<file path="config.mk">
export PLATFORM = sky130hd
export DESIGN_NAME = serial_word_deserializer
export DESIGN_NICKNAME = d
export VERILOG_FILES = /design/src/rtl/shift_reg_pkg.sv /design/src/rtl/deser_bit_counter.sv /design/src/rtl/serial_word_deserializer.sv
export SDC_FILE = /design/constraint.sdc
export NUM_CORES = 1
export LEC_CHECK = 0
export ABC_AREA = 0
export BUFFER_PORTS_ARGS = -buffer_cell sky130_fd_sc_hd__buf_2
export CAP_MARGIN = 15
export CORE_AREA = 2 2 39 41
export DETAILED_ROUTE_END_ITERATION = 12
export DIE_AREA = 0 0 41 43
export PLACE_DENSITY = 0.66
export SYNTH_ARGS = -nofsm -noshare
export SYNTH_HDL_FRONTEND = slang
export SYNTH_SLANG_ARGS = --single-unit
</file>
<file path="constraint.sdc">
create_clock -name clk -period 2 [get_ports clk]
set_input_delay 0.2 -clock clk [delete_from_list [all_inputs] [get_ports clk]]
set_output_delay 0.2 -clock clk [all_outputs]
set_load 0.05 [all_outputs]
</file>
<file path="src/rtl/shift_reg_pkg.sv">
// Shared definitions for the serial-to-parallel receive path.
// Holds the deserializer FSM state encoding.
package shift_reg_pkg;

    typedef enum logic {
        ST_IDLE  = 1'b0,
        ST_SHIFT = 1'b1
    } deser_state_e;

endpackage

</file>
<file path="src/rtl/deser_bit_counter.sv">
// Bit counter for the deserializer.
// Counts accepted bits and strobes when the final bit of a word arrives.
module deser_bit_counter
    import shift_reg_pkg::*;
#(
    parameter int WIDTH = 4
) (
    input  logic clk,
    input  logic clr_n,
    input  logic s_valid_i,
    input  logic s_sof_i,
    output logic last_o
);

    localparam int CW = $clog2(WIDTH + 1);

    logic [CW-1:0] cnt_q;
    logic [CW-1:0] cnt_d;
    logic          last_s;

    // Next count: a start-of-frame bit restarts at one; the final bit wraps to zero.
    always_comb begin
        cnt_d  = cnt_q;
        last_s = 1'b0;
        if (s_valid_i) begin
            if (s_sof_i) begin
                cnt_d = CW'(1);
            end else if (cnt_q == CW'(WIDTH - 1)) begin
                cnt_d  = '0;
                last_s = 1'b1;
            end else begin
                cnt_d = cnt_q + CW'(1);
            end
        end else begin
            cnt_d = cnt_q;
        end
    end

    // Count register.
    always_ff @(posedge clk or negedge clr_n) begin
        if (!clr_n) begin
            cnt_q <= '0;
        end else begin
            cnt_q <= cnt_d;
        end
    end

    assign last_o = last_s;

endmodule

</file>
<file path="src/rtl/serial_word_deserializer.sv">
// Serial-to-parallel receiver: assembles WIDTH-bit words from a qualified bit
// stream and offers them through a one-entry valid/ready buffer with overrun flag.
module serial_word_deserializer
    import shift_reg_pkg::*;
#(
    parameter int WIDTH     = 4,
    parameter bit LSB_FIRST = 1'b0
) (
    input  logic             clk,
    input  logic             clr_n,
    input  logic             s_valid,
    input  logic             s_din,
    input  logic             s_sof,
    input  logic             ovf_clr,
    output logic [WIDTH-1:0] p_dout,
    output logic             p_valid,
    input  logic             p_ready,
    output logic             busy,
    output logic             overflow
);

    deser_state_e     state_q, state_d;
    logic [WIDTH-1:0] sr_q, sr_d, shifted_s;
    logic [WIDTH-1:0] p_dout_q, p_dout_d;
    logic             p_valid_q, p_valid_d;
    logic             busy_q, busy_d;
    logic             ovf_q, ovf_d;
    logic             last_s;
    logic             free_s;
    logic             load_s;
    logic             pop_s;

    deser_bit_counter #(
        .WIDTH (WIDTH)
    ) u_cnt (
        .clk       (clk),
        .clr_n     (clr_n),
        .s_valid_i (s_valid),
        .s_sof_i   (s_sof),
        .last_o    (last_s)
    );

    // Shift value including the current bit; a frame start drops earlier bits.
    always_comb begin
        shifted_s = sr_q;
        if (LSB_FIRST) begin
            if (s_sof) begin
                shifted_s = {s_din, {(WIDTH-1){1'b0}}};
            end else begin
                shifted_s = {s_din, sr_q[WIDTH-1:1]};
            end
        end else begin
            if (s_sof) begin
                shifted_s = {{(WIDTH-1){1'b0}}, s_din};
            end else begin
                shifted_s = {sr_q[WIDTH-2:0], s_din};
            end
        end
    end

    // FSM next state: IDLE holds no bits, SHIFT holds a partial word.
    always_comb begin
        state_d = state_q;
        case (state_q)
            ST_IDLE: begin
                if (s_valid) begin
                    state_d = ST_SHIFT;
                end else begin
                    state_d = ST_IDLE;
                end
            end
            ST_SHIFT: begin
                if (last_s) begin
                    state_d = ST_IDLE;
                end else begin
                    state_d = ST_SHIFT;
                end
            end
            default: state_d = ST_IDLE;
        endcase
    end

    assign pop_s  = p_valid_q & p_ready;
    assign free_s = ~p_valid_q | p_ready;
    assign load_s = last_s & free_s;

    // Datapath next values; a pop and a load on the same edge leave p_valid set.
    always_comb begin
        sr_d      = sr_q;
        p_dout_d  = p_dout_q;
        p_valid_d = p_valid_q;
        ovf_d     = ovf_q;
        busy_d    = (state_d == ST_SHIFT);
        if (s_valid) begin
            sr_d = shifted_s;
        end else begin
            sr_d = sr_q;
        end
        if (load_s) begin
            p_dout_d  = shifted_s;
            p_valid_d = 1'b1;
        end else if (pop_s) begin
            p_valid_d = 1'b0;
        end else begin
            p_valid_d = p_valid_q;
        end
        if (last_s && !free_s) begin
            ovf_d = 1'b1;
        end else if (ovf_clr) begin
            ovf_d = 1'b0;
        end else begin
            ovf_d = ovf_q;
        end
    end

    // State and output registers.
    always_ff @(posedge clk or negedge clr_n) begin
        if (!clr_n) begin
            state_q   <= ST_IDLE;
            sr_q      <= '0;
            p_dout_q  <= '0;
            p_valid_q <= 1'b0;
            busy_q    <= 1'b0;
            ovf_q     <= 1'b0;
        end else begin
            state_q   <= state_d;
            sr_q      <= sr_d;
            p_dout_q  <= p_dout_d;
            p_valid_q <= p_valid_d;
            busy_q    <= busy_d;
            ovf_q     <= ovf_d;
        end
    end

    assign p_dout   = p_dout_q;
    assign p_valid  = p_valid_q;
    assign busy     = busy_q;
    assign overflow = ovf_q;

endmodule

</file>
After elaboration in Yosys (flattened, before gate mapping). Cells that the tools add are included.

Register bits after elaboration: 13. Latch bits: 0. Bits in writable memories: 0. Memory bits (read-only): 0. Bits of input ports: 7. Output and inout bits: 7. Memories kept: 0.

Add/subtract/negate cells: 1. Multipliers: 0. Divide/modulo/power cells: 0. $lt $le $gt $ge: 0. Equal/unequal tests: 1. Shift-type cells: 0. Muxes and demuxes: 13. Bitwise logic cells: 5. Reduce and logical (&&, ||, !) cells: 4.

Operators with widths (number): $mux 1 (9); $mux 3 (2); $mux 4 (1); $reduce_bool 2->1 (2); $add 3x1->3 const B (1); $eq 3x2->1 const B (1); $and 1x1->1 (2); $not 1->1 (2); $pmux 1 s2 (1); $logic_and 1x1->1 (1); $logic_not 1->1 (1); $or 1x1->1 (1).

Depth between registers and ports, before layout. Gate-level depths: netlist of run 1.

Depth in word-level cells: 6. Mapped depth: 4. Depth with buffers taken out: 4.

Hierarchy. From an unflattened synthesis of run 1, not the netlist that was laid out.

Cell total of the unflattened synthesis: 43. Area total of the unflattened synthesis: 576.8 sq um.

Modules (own cells, without submodules): serial_word_deserializer (instances 1, cells each 27, area an instance 416.6 sq um, sequential area each 250.2 sq um); deser_bit_counter (instances 1, cells each 16, area an instance 160.2 sq um, sequential area each 75.1 sq um).

Worst setup path before layout of run 1. No wires, ideal clock.

Kind: register -> register. Start: register p_valid_q, in the netlist p_valid. End: register p_dout_q[0], in the netlist p_dout[0]. Data arrival time: 1.228 ns. Data required time: 1.875 ns. Path slack: 0.647 ns. Stages on the path, launching flop included: 4. Path buffers: 0. Path through: dfrtp_1 > nand2b_1 > nand2_2 > mux2_4.

Longest elaborated chain between the ends: 3.

Ends and longest elaborated chain: from (decl) (RTL line serial_word_deserializer.sv:25) `logic p_valid_q, p_valid_d;`; from (signal assigned) (RTL line serial_word_deserializer.sv:129) `p_valid_q <= p_valid_d;`; $not 1->1 (RTL line serial_word_deserializer.sv:84) `assign free_s = ~p_valid_q | p_ready;`; $or 1x1->1 (RTL line serial_word_deserializer.sv:84); $and 1x1->1 (RTL line serial_word_deserializer.sv:85) `assign load_s = last_s & free_s;`; to (signal assigned) (RTL line serial_word_deserializer.sv:128) `p_dout_q <= p_dout_d;`; to (decl) (RTL line serial_word_deserializer.sv:24) `logic [WIDTH-1:0] p_dout_q, p_dout_d;`.

Every way passes these cells. A chain may end at the register's enable or synchronous reset.

Worst setup path in the final report of run 1.
Start: register u_cnt.cnt_q[0]. End: register p_dout_q[0], in the netlist p_dout[0].

Longest elaborated chain between the ends: 5.

Ends and longest elaborated chain: from (decl) (RTL line deser_bit_counter.sv:17) `logic [CW-1:0] cnt_q;`; from (signal assigned) (RTL line deser_bit_counter.sv:44) `cnt_q <= cnt_d;`; $eq 3x2->1 (RTL line deser_bit_counter.sv:28) `end else if (cnt_q == CW'(WIDTH - 1)) begin`; $mux 1 (RTL line deser_bit_counter.sv:28); $mux 1 (RTL line deser_bit_counter.sv:26) `if (s_sof_i) begin`; $mux 1 (RTL line deser_bit_counter.sv:25) `if (s_valid_i) begin`; $and 1x1->1 (RTL line serial_word_deserializer.sv:85).

Every way passes these cells.

==> results.cfg, run 1 <==
[run_status]
status = complete, no violations

[synth]
synth.top_cell.area_share_pct = 56.89
ys_types = 18
ys_seq_elements = 13
synth.area.top_cells = dfrtp_1 57%, mux2_4 11%, mux2_2 5.9%, and2b_2 4.6%, a21oi_1 2.6%
synthCells = 44
postSynthAreaPerCell_um2 = 13.00
synthesis.nets = 52
ys_warn_count = 0
yosysSeqAreaShare_pct = 56.89
netlist_area_um2 = 571.8
yosys.area.top_type = dfrtp_1

[clock_tree]
cts_tree = done
cts_setup_buffers = 0
htreeDepth = 1
cts_buffer_depth = 2
worstSkewPairLatency_ns = 0.26
path_clk_slew_ns = 0.07
root_buffer = clkbuf_4
clock_sinks = 13
cts-buffers-inserted = 3
post_cts_resized = 0

[worst_setup_path]
reg2reg_from = u_cnt.cnt_q[0]
worstSetupPathType = flop to flop
worstPathArrival_ns = 1.56
cp-startpoint = u_cnt.cnt_q[0]
cp_data_required_time_ns = 2.15
end_kind = flop
path_max_fanout = 4
critPathLaunchType = flop

[floorplanning]
core.rowCount = 14
core_mm2 = 0.001384
die_area_mm2 = 0.001763
die_width_um = 41
start_util_pct = 41.32
die-height_um = 43
ios = 14

[grt]
grt_start_max_net_pins = 14
grt_pass1_vias = 368
antenna_found_initial = 0
grt_pass1_wl_mm = 1.559
grtUsageTotal_pct = 13.94
grt_remaining_overflow = 0

[power_and_ir_drop]
switching_share_pct = 36.08
p_int_uw = 468.8
p_sw_uw = 264.6
p_leak_nw = 0.3620
clockPowerShare_pct = 21.1
cellPowerDensity_mw_per_mm2 = 1066
ir_drop_mv = 0.3701
seqPwrFrac_pct = 45.0
power_frac_comb_pct = 33.9

[timing]
hold_viol_final = 0
max_slew_margin_pct = 81.15
period_needed_ns = 1.409
rsz0062_at_grt = no
fin_skew_ns = 0.0006684
fmax_ghz = 0.7099
fin_crit_sh_pct = 70.43
fin_ws_ns = 0.5913
report.final.slew_viol_count = 0
tns_ns = 0
worstMarginPinSlew_ns = 0.2828
finalSetupViolations = 0

[placed_design]
dp_slack_ns = 0.5958
hpwlAfterDp_um = 669.7
globalplace.congestion = 0.6740
portBuffers = 13

[layout]
area_delta_synth_final_pct = 20.35
drive_gt1_share_pct = 44.26
final_cell_mix = 13 x dfrtp_1, 13 x buf_2, 4 x mux2_4
nets = 70
n_antenna_cell = 0
fill_cells = 135

[drt]
drtIter0Drc = 2
antenna_left = 0
routed_wl_um = 901
drc = 0
post_drt_via_cell_ratio = 4.727
dr_total_vias = 364
wl_per_cell_um = 11.70
firstDrtPassIters = 2

[job]
drv_cap = 0

[worst_hold_path]
hold_path_class = input pin to flop
hold_start = ovf_clr
[through the flow]
step                      total power, mW  area (um2)  std cells  util, %  hold WS, ns
final                              0.7333       688.2         77    49.73       0.1175
after global placement             0.5791       651.9         72    47.11      0.09633
after global routing               0.7833       688.2         77    49.73      0.09327
after floorplan                    0.5256       571.8         44        -     -0.09559
after CTS                          0.7453       688.2         77    49.73       0.1107
after detailed placement           0.5851       651.9         72    47.11      0.09585
[layout make-up]
class | instances | area (um2) | share of cell area (%)
Tap cell | 16 | 20.02 | 2.909
Inverter | 3 | 11.26 | 1.636
Timing Repair Buffer | 14 | 75.07 | 10.91
Multi-Input combinational cell | 27 | 230.2 | 33.45
Clock buffer | 4 | 26.28 | 3.818
Sequential cell | 13 | 325.3 | 47.27
[metal layers]
metal | vias up | share of wire [%] | track usage, % | routed length (um)
met5 | - | 0 | 0 | 0
met4 | 0 | 2.1 | 12.00 | 19
met3 | 2 | 3.3 | 4.712 | 30
met2 | 8 | 51 | 21.25 | 463
met1 | 169 | 43 | 14.09 | 388
li1 | 185 | - | - | -
[what timing repair did]
action                                 in CTS  in global routing
hold buffers                                1                  0
endpoints found under the hold margin      13                  0
setup endpoints to repair                   0                  0
[final timing paths]
kind / to / slack [ns] / depth (start not counted)
worst min-delay path: overflow / 0.12 / 2
min in group asynchronous: u_cnt.cnt_q[2] / 0.34 / 2
max in group asynchronous: sr_q[1] / 1.44 / 2
worst max-delay path: p_dout[0] / 0.59 / 4
worst min register to register: busy / 0.48 / 1
worst max register to register: p_dout[0] / 0.59 / 4
[cells by family after synthesis]
| logic type | count (synthesis) | synth area share [%] |
|---|---|---|
| compound gates | 6 | 5.470 |
| mux | 7 | 16.41 |
| buf+inv | 4 | 2.844 |
| flops | 13 | 56.89 |
| fa+ha+maj | 1 | 2.188 |
| simple gates | 13 | 16.19 |
[Yosys cell counts]
cell,n
dfrtp_1,13
mux2_4,4
a21oi_1,3
and2b_2,3
inv_1,3
mux2_2,3
nand2b_1,2
nor2_1,2
o21ai_0,2
and2_1,1
and4bb_1,1
buf_2,1
ha_1,1
nand2_1,1
nand2_2,1
nand4b_1,1
o22ai_1,1
or3b_1,1
[state kept, by name, summed over array words and instances (netlist names)]
| signal | flops |
|---|---|
| overflow | 1 |
| p_valid | 1 |
| busy | 1 |
| p_dout | 4 |
| sr_q | 3 |
| u_cnt.cnt_q | 3 |
[power groups by stage]
stage | registers [mW] | logic [mW] | clock network (mW)
after floorplan | 0.446 | 0.0793 | 0
after global placement | 0.335 | 0.244 | 0
after detailed placement | 0.337 | 0.248 | 0
after CTS | 0.332 | 0.252 | 0.162
after global routing | 0.338 | 0.265 | 0.180
final | 0.330 | 0.249 | 0.155
[critical path: stages (launching register included)]
cell      delay (ns)
dfrtp_1         0.40
ha_1            0.22
and4bb_1        0.23
nand2_2         0.13
mux2_4          0.31
No activity file was read; power rests on OpenSTA's default activity.
==> run 2: changes to the inputs <==
clock period = 1.3 ns   (was 2 ns; I/O delays follow)
==> results.cfg, run 2 (synthesis results as in run 1) <==
[run_status]
status = complete, but fails checks
violations = setup timing

[power_and_ir_drop]
p_leak_nw = 0.3897
cellPowerDensity_mw_per_mm2 = 1587
power_mw = 1.173
ir_drop_mv = 0.8689

[worst_setup_path]
worstPathArrival_ns = 1.51
cp_data_required_time_ns = 1.46
worstSetupPathType = flop to flop
rrSetupSlack_ns = -0.05
reg2reg_from = u_cnt.cnt_q[1]
r2r-end = p_dout[2]
path_max_fanout = 4
end_kind = flop
rr_worst_depth = 4
critPathLaunchType = flop

[clock_tree]
path_clk_slew_ns = 0.08
htreeDepth = 1
cts-buffers-inserted = 3
cts_buffer_depth = 2
cts_tree = done
worstSkewPairLatency_ns = 0.27
clock_sinks = 13
root_buffer = clkbuf_4

[layout]
n_antenna_cell = 0
layout_commonest_cell = buf_2
nets = 76
drive_gt1_share_pct = 53.73
seq_area_um2 = 326.6
area_delta_synth_final_pct = 29.32
fill_cells = 127
postLayoutCellArea_um2 = 739.5
largest_reg_flops = 4
multi_input_area_um2 = 235.2
final_cell_mix = 13 x buf_2, 12 x dfrtp_1, 6 x buf_4

[drt]
post_drt_via_cell_ratio = 4.807
wl_met2_um = 463
routed_wl_mm = 1.002
wl_per_cell_um = 12.07
drtIter0Drc = 4
dr_wl_met3_um = 47
drc = 0
met1_length_um = 469
firstDrtPassIters = 2
dr_total_vias = 399
antenna_left = 0
dr.max_layer_used = met4

[grt]
grt_remaining_overflow = 0
grt_pass1_vias = 382
grt_pass1_wl_mm = 1.531
grt_start_max_net_pins = 14
grtUsageTotal_pct = 13.12
antenna_found_initial = 0

[floorplanning]
die_area_mm2 = 0.001763
core.rowCount = 14
start_util_pct = 41.32
core_mm2 = 0.001384
ios = 14
die_width_um = 41
die-height_um = 43

[placed_design]
portBuffers = 13
globalplace.congestion = 0.7287
hpwlAfterDp_um = 736.7
dpl-instance-area_um2 = 678.2

[timing]
report.final.slew_viol_count = 0
fmax_ghz = 0.7403
fin_skew_ns = 0.004691
max_slew_margin_pct = 80.51
worstMarginPinSlew_ns = 0.2924
fin_ws_ns = -0.05078
hold_viol_final = 0
rsz0062_at_grt = yes
holdWs_ns = 0.03803
finalSetupViolations = 4
fin_crit_sh_pct = 103.9
period_needed_ns = 1.351

[worst_hold_path]
whs_path_depth = 2
hold_path_class = input pin to flop
hold_start = ovf_clr
min_to = overflow

[job]
drv_cap = 0
run 2: changes by cell type in the layout (fill, tap and decap cells not counted), sizes merged:
cell  change
buf       +6
run 2: through the flow:
stage,utilization [%],setup TNS (ns),setup WS [ns],instances
4_1_cts,51.63,-0.1965,-0.05340,80
2_1_floorplan,-,0,0.002574,44
3_5_place_dp,49.01,-0.1727,-0.04536,75
5_1_grt,53.44,-0.3013,-0.07738,83
6_report,53.44,-0.1849,-0.05078,83
3_3_place_gp,49.01,-0.04341,-0.01135,75
run 2: area by class of cell:
type,instances,share of cell area [%]
sequential,13,44.16
multi-input combinational,27,31.81
timing repair buffer,20,16.24
clock buffer,4,3.553
tap,16,2.707
inverter,3,1.523
run 2: repair_timing:
item,4_1_cts,5_1_grt
endpoints found under the hold margin,13,0
resized for setup,0,1
setup endpoints to repair,4,5
hold buffers,1,0
pin swaps,2,0
setup buffers,0,3
run 2: worst max-delay path, stage by stage (launching register included):
cell and delay [ns]:
dfrtp_1 0.40, ha_2 0.18, and4bb_1 0.21, nand2_2 0.13, mux2_4 0.31
run 2: metal layers:
layer	GRT usage, %	vias up
met5	0	-
met4	6.000	0
met3	4.712	2
met2	20.94	11
met1	14.77	190
li1	-	196
run 2: power by group:
part           internal, mW  switching, mW
Sequential            0.473         0.0368
Combinational         0.156          0.258
Clock                 0.119          0.130
Total                 0.748          0.425
run 2: worst max-delay path by stage:
stage | start | to | slack (ns) | cells past startpoint
after floorplan | u_cnt.cnt_q[0] | p_dout[0] | 0.003 | 4
after detailed placement | u_cnt.cnt_q[1] | p_dout[0] | -0.05 | 4
after CTS | u_cnt.cnt_q[0] | p_dout[2] | -0.05 | 4
final | u_cnt.cnt_q[1] | p_dout[2] | -0.05 | 4
after global placement | u_cnt.cnt_q[0] | p_dout[1] | -0.01 | 4
after global routing | u_cnt.cnt_q[1] | p_dout[1] | -0.08 | 4
==> run 3: changes to the inputs <==
PLACE_DENSITY = 0.67   (was 0.66)
SYNTH_HIERARCHICAL = 1   (was default)
==> results.cfg, run 3 <==
[synth]
postSynthAreaPerCell_um2 = 13.41
yosysSeqAreaShare_pct = 56.40
ys_types = 17
synthXorXnorAreaFrac_pct = 0
synthCells = 43
synthesis.nets = 51
synth_adder_area_share_pct = 2.169
synth_most_common_cell = dfrtp_1
ys_seq_elements = 13
synthSimpleGateAreaFrac_pct = 16.27
synthMuxAreaShare_pct = 18.22
synth_compound_area_share_pct = 4.338
ys_warn_count = 6
synth.area.top_cells = dfrtp_1 56%, mux2_4 10%, mux2_2 7.8%, nand2b_4 4.8%, nor2b_1 3.3%
netlist_area_um2 = 576.8
synth_common_cells = 13 x dfrtp_1, 4 x inv_1, 4 x mux2_2, 4 x mux2_4
synth.top_cell.area_share_pct = 56.40
async_reset_ff_share_pct = 100.0
synth-edff-count = 0
synth_top_family_by_area = multiplexers
synth_flop_cell = dfrtp_1
yosys.area.top_type = dfrtp_1

[drt]
post_drt_via_cell_ratio = 4.720
firstDrtPassIters = 2
dr_total_vias = 387
wl_per_cell_um = 11.44
drtIter0Drc = 2
drc = 0
antenna_left = 0
routed_wl_um = 938

[worst_setup_path]
worstPathCellList = ha_2 > nand2b_4 > nor2_4 > nand2_4 > mux2_4
worstPathArrival_ns = 1.42
reg2reg_from = u_cnt/cnt_q[0]
end_kind = flop
rrSetupSlack_ns = 0.05
critPathLaunchType = flop
rr_worst_depth = 5
r2r-end = p_dout[0]
cp_slowest_cell = dfrtp_1
path_max_fanout = 4
cp_data_required_time_ns = 1.46
max_stage_delay_ns = 0.37
worstSetupPathType = flop to flop

[grt]
grtUsageTotal_pct = 13.40
grt_start_max_net_pins = 14
grt_pass1_wl_mm = 1.511
grt_pass1_vias = 392
grt_remaining_overflow = 0
antenna_found_initial = 0

[run_status]
status = complete, no violations

[timing]
rsz0062_at_grt = yes
finalSetupViolations = 0
fin_crit_sh_pct = 96.47
fin_skew_ns = 0.003450
max_slew_margin_pct = 81.66
holdWs_ns = 0.04629
fmax_ghz = 0.7974
fin_ws_ns = 0.04587
worstMarginPinSlew_ns = 0.2750
period_needed_ns = 1.254
hold_viol_final = 0
report.final.slew_viol_count = 0

[power_and_ir_drop]
ir_drop_mv = 0.6571
cellPowerDensity_mw_per_mm2 = 1590
p_leak_nw = 0.3806

[floorplanning]
die_area_mm2 = 0.001763
die-height_um = 43
ios = 14
core_mm2 = 0.001384
start_util_pct = 41.68
core.rowCount = 14
die_width_um = 41

[placed_design]
dpl-instance-area_um2 = 686.9
hpwlAfterDp_um = 726.7
dp_slack_ns = -0.01727
globalplace.congestion = 0.7122
portBuffers = 13

[layout]
drive_gt1_share_pct = 54.55
nets = 75
final_cell_mix = 13 x dfrtp_1, 13 x buf_2, 5 x buf_4
area_delta_synth_final_pct = 29.50
postLayoutCellArea_um2 = 747.0
n_antenna_cell = 0
largest_reg_flops = 4
fin_util_pct = 53.98

[clock_tree]
clock_sinks = 13
cts_buffer_depth = 2
cts_tree = done
cts-buffers-inserted = 3
path_clk_slew_ns = 0.08
htreeDepth = 1
root_buffer = clkbuf_4
worstSkewPairLatency_ns = 0.27

[job]
drv_cap = 0

[worst_hold_path]
whs_path_depth = 2
hold_path_class = input pin to flop
min_to = overflow
hold_start = ovf_clr
[run 3: changes by cell type after synthesis, moves of 2 or more]
cell      delta
a21oi_1      -3
and2b_2      -3
nor2b_1      +3
nand2b_4     +2
[run 3: worst max-delay path: cells and delay by family, from the launching register on]
family / cells / cell delay [ns]
multiplexers: 1 / 0.30
flip-flops: 1 / 0.37
AND/OR/NAND/NOR: 3 / 0.26
adder cells (fa/ha/maj): 1 / 0.21
[run 3: cells by family (layout without fill, tap and decap cells)]
| kind of cell | count (synthesis) | in the layout |
|---|---|---|
| AOI/OAI and AO/OA | 4 | 4 |
| adders and majority gates | 1 | 1 |
| buffers and inverters | 4 | 27 |
| DFF | 13 | 13 |
| muxes | 8 | 8 |
| and+or+nand+nor | 13 | 13 |
[run 3: how the worst max path moves through the flow]
| stage | start | end | slack, ns | depth (start not counted) |
|---|---|---|---|---|
| global route | u_cnt/cnt_q[1] | p_dout[0] | -0.03 | 5 |
| finish | u_cnt/cnt_q[0] | p_dout[0] | 0.05 | 5 |
| CTS | u_cnt/cnt_q[0] | p_dout[0] | 0.02 | 5 |
| detailed placement | u_cnt/cnt_q[0] | p_dout[0] | -0.02 | 5 |
| floorplan | u_cnt/cnt_q[0] | p_dout[0] | 0.02 | 5 |
| global placement | u_cnt/cnt_q[0] | p_dout[0] | 0.02 | 5 |
[run 3: what timing repair did]
action / in CTS / in global routing
gates cloned: 0 / 0
hold buffers: 1 / 0
gates resized for setup: 2 / 0
hold endpoints to repair: 13 / 0
endpoints found under the setup margin: 4 / 5
pin swaps: 0 / 3
buffers inserted: 0 / 2
[run 3: layout make-up]
| class | instances | area [um2] |
|---|---|---|
| timing repair buffer | 19 | 112.6 |
| clock buffer | 3 | 22.52 |
| clock inverter | 1 | 5.005 |
| tap | 16 | 20.02 |
| multi-input combinational | 26 | 246.5 |
| sequential | 13 | 325.3 |
| fill | 130 | 636.9 |
| inverter | 4 | 15.01 |
[run 3: routing by layer]
| metal | vias up | GRT usage (%) | wire [um] |
|---|---|---|---|
| li1 | 190 | - | - |
| met1 | 183 | 11.33 | 347 |
| met2 | 12 | 23.13 | 513 |
| met3 | 2 | 6.283 | 59 |
| met4 | 0 | 8.000 | 17 |
| met5 | - | 0 | 0 |
[run 3: per-stage QoR]
step                      power (mW)  TNS [ns]  cells
after floorplan               0.8191         0     43
after global placement        0.9207         0     75
after detailed placement      0.9319  -0.03812     75
after CTS                      1.192         0     80
after global routing           1.258  -0.09225     82
final                          1.188         0     82
[run 3: where the power goes]
group / switching (mW) / internal (mW)
Clock: 0.130 / 0.114
Sequential: 0.0388 / 0.472
Combinational: 0.268 / 0.164
Total: 0.437 / 0.751
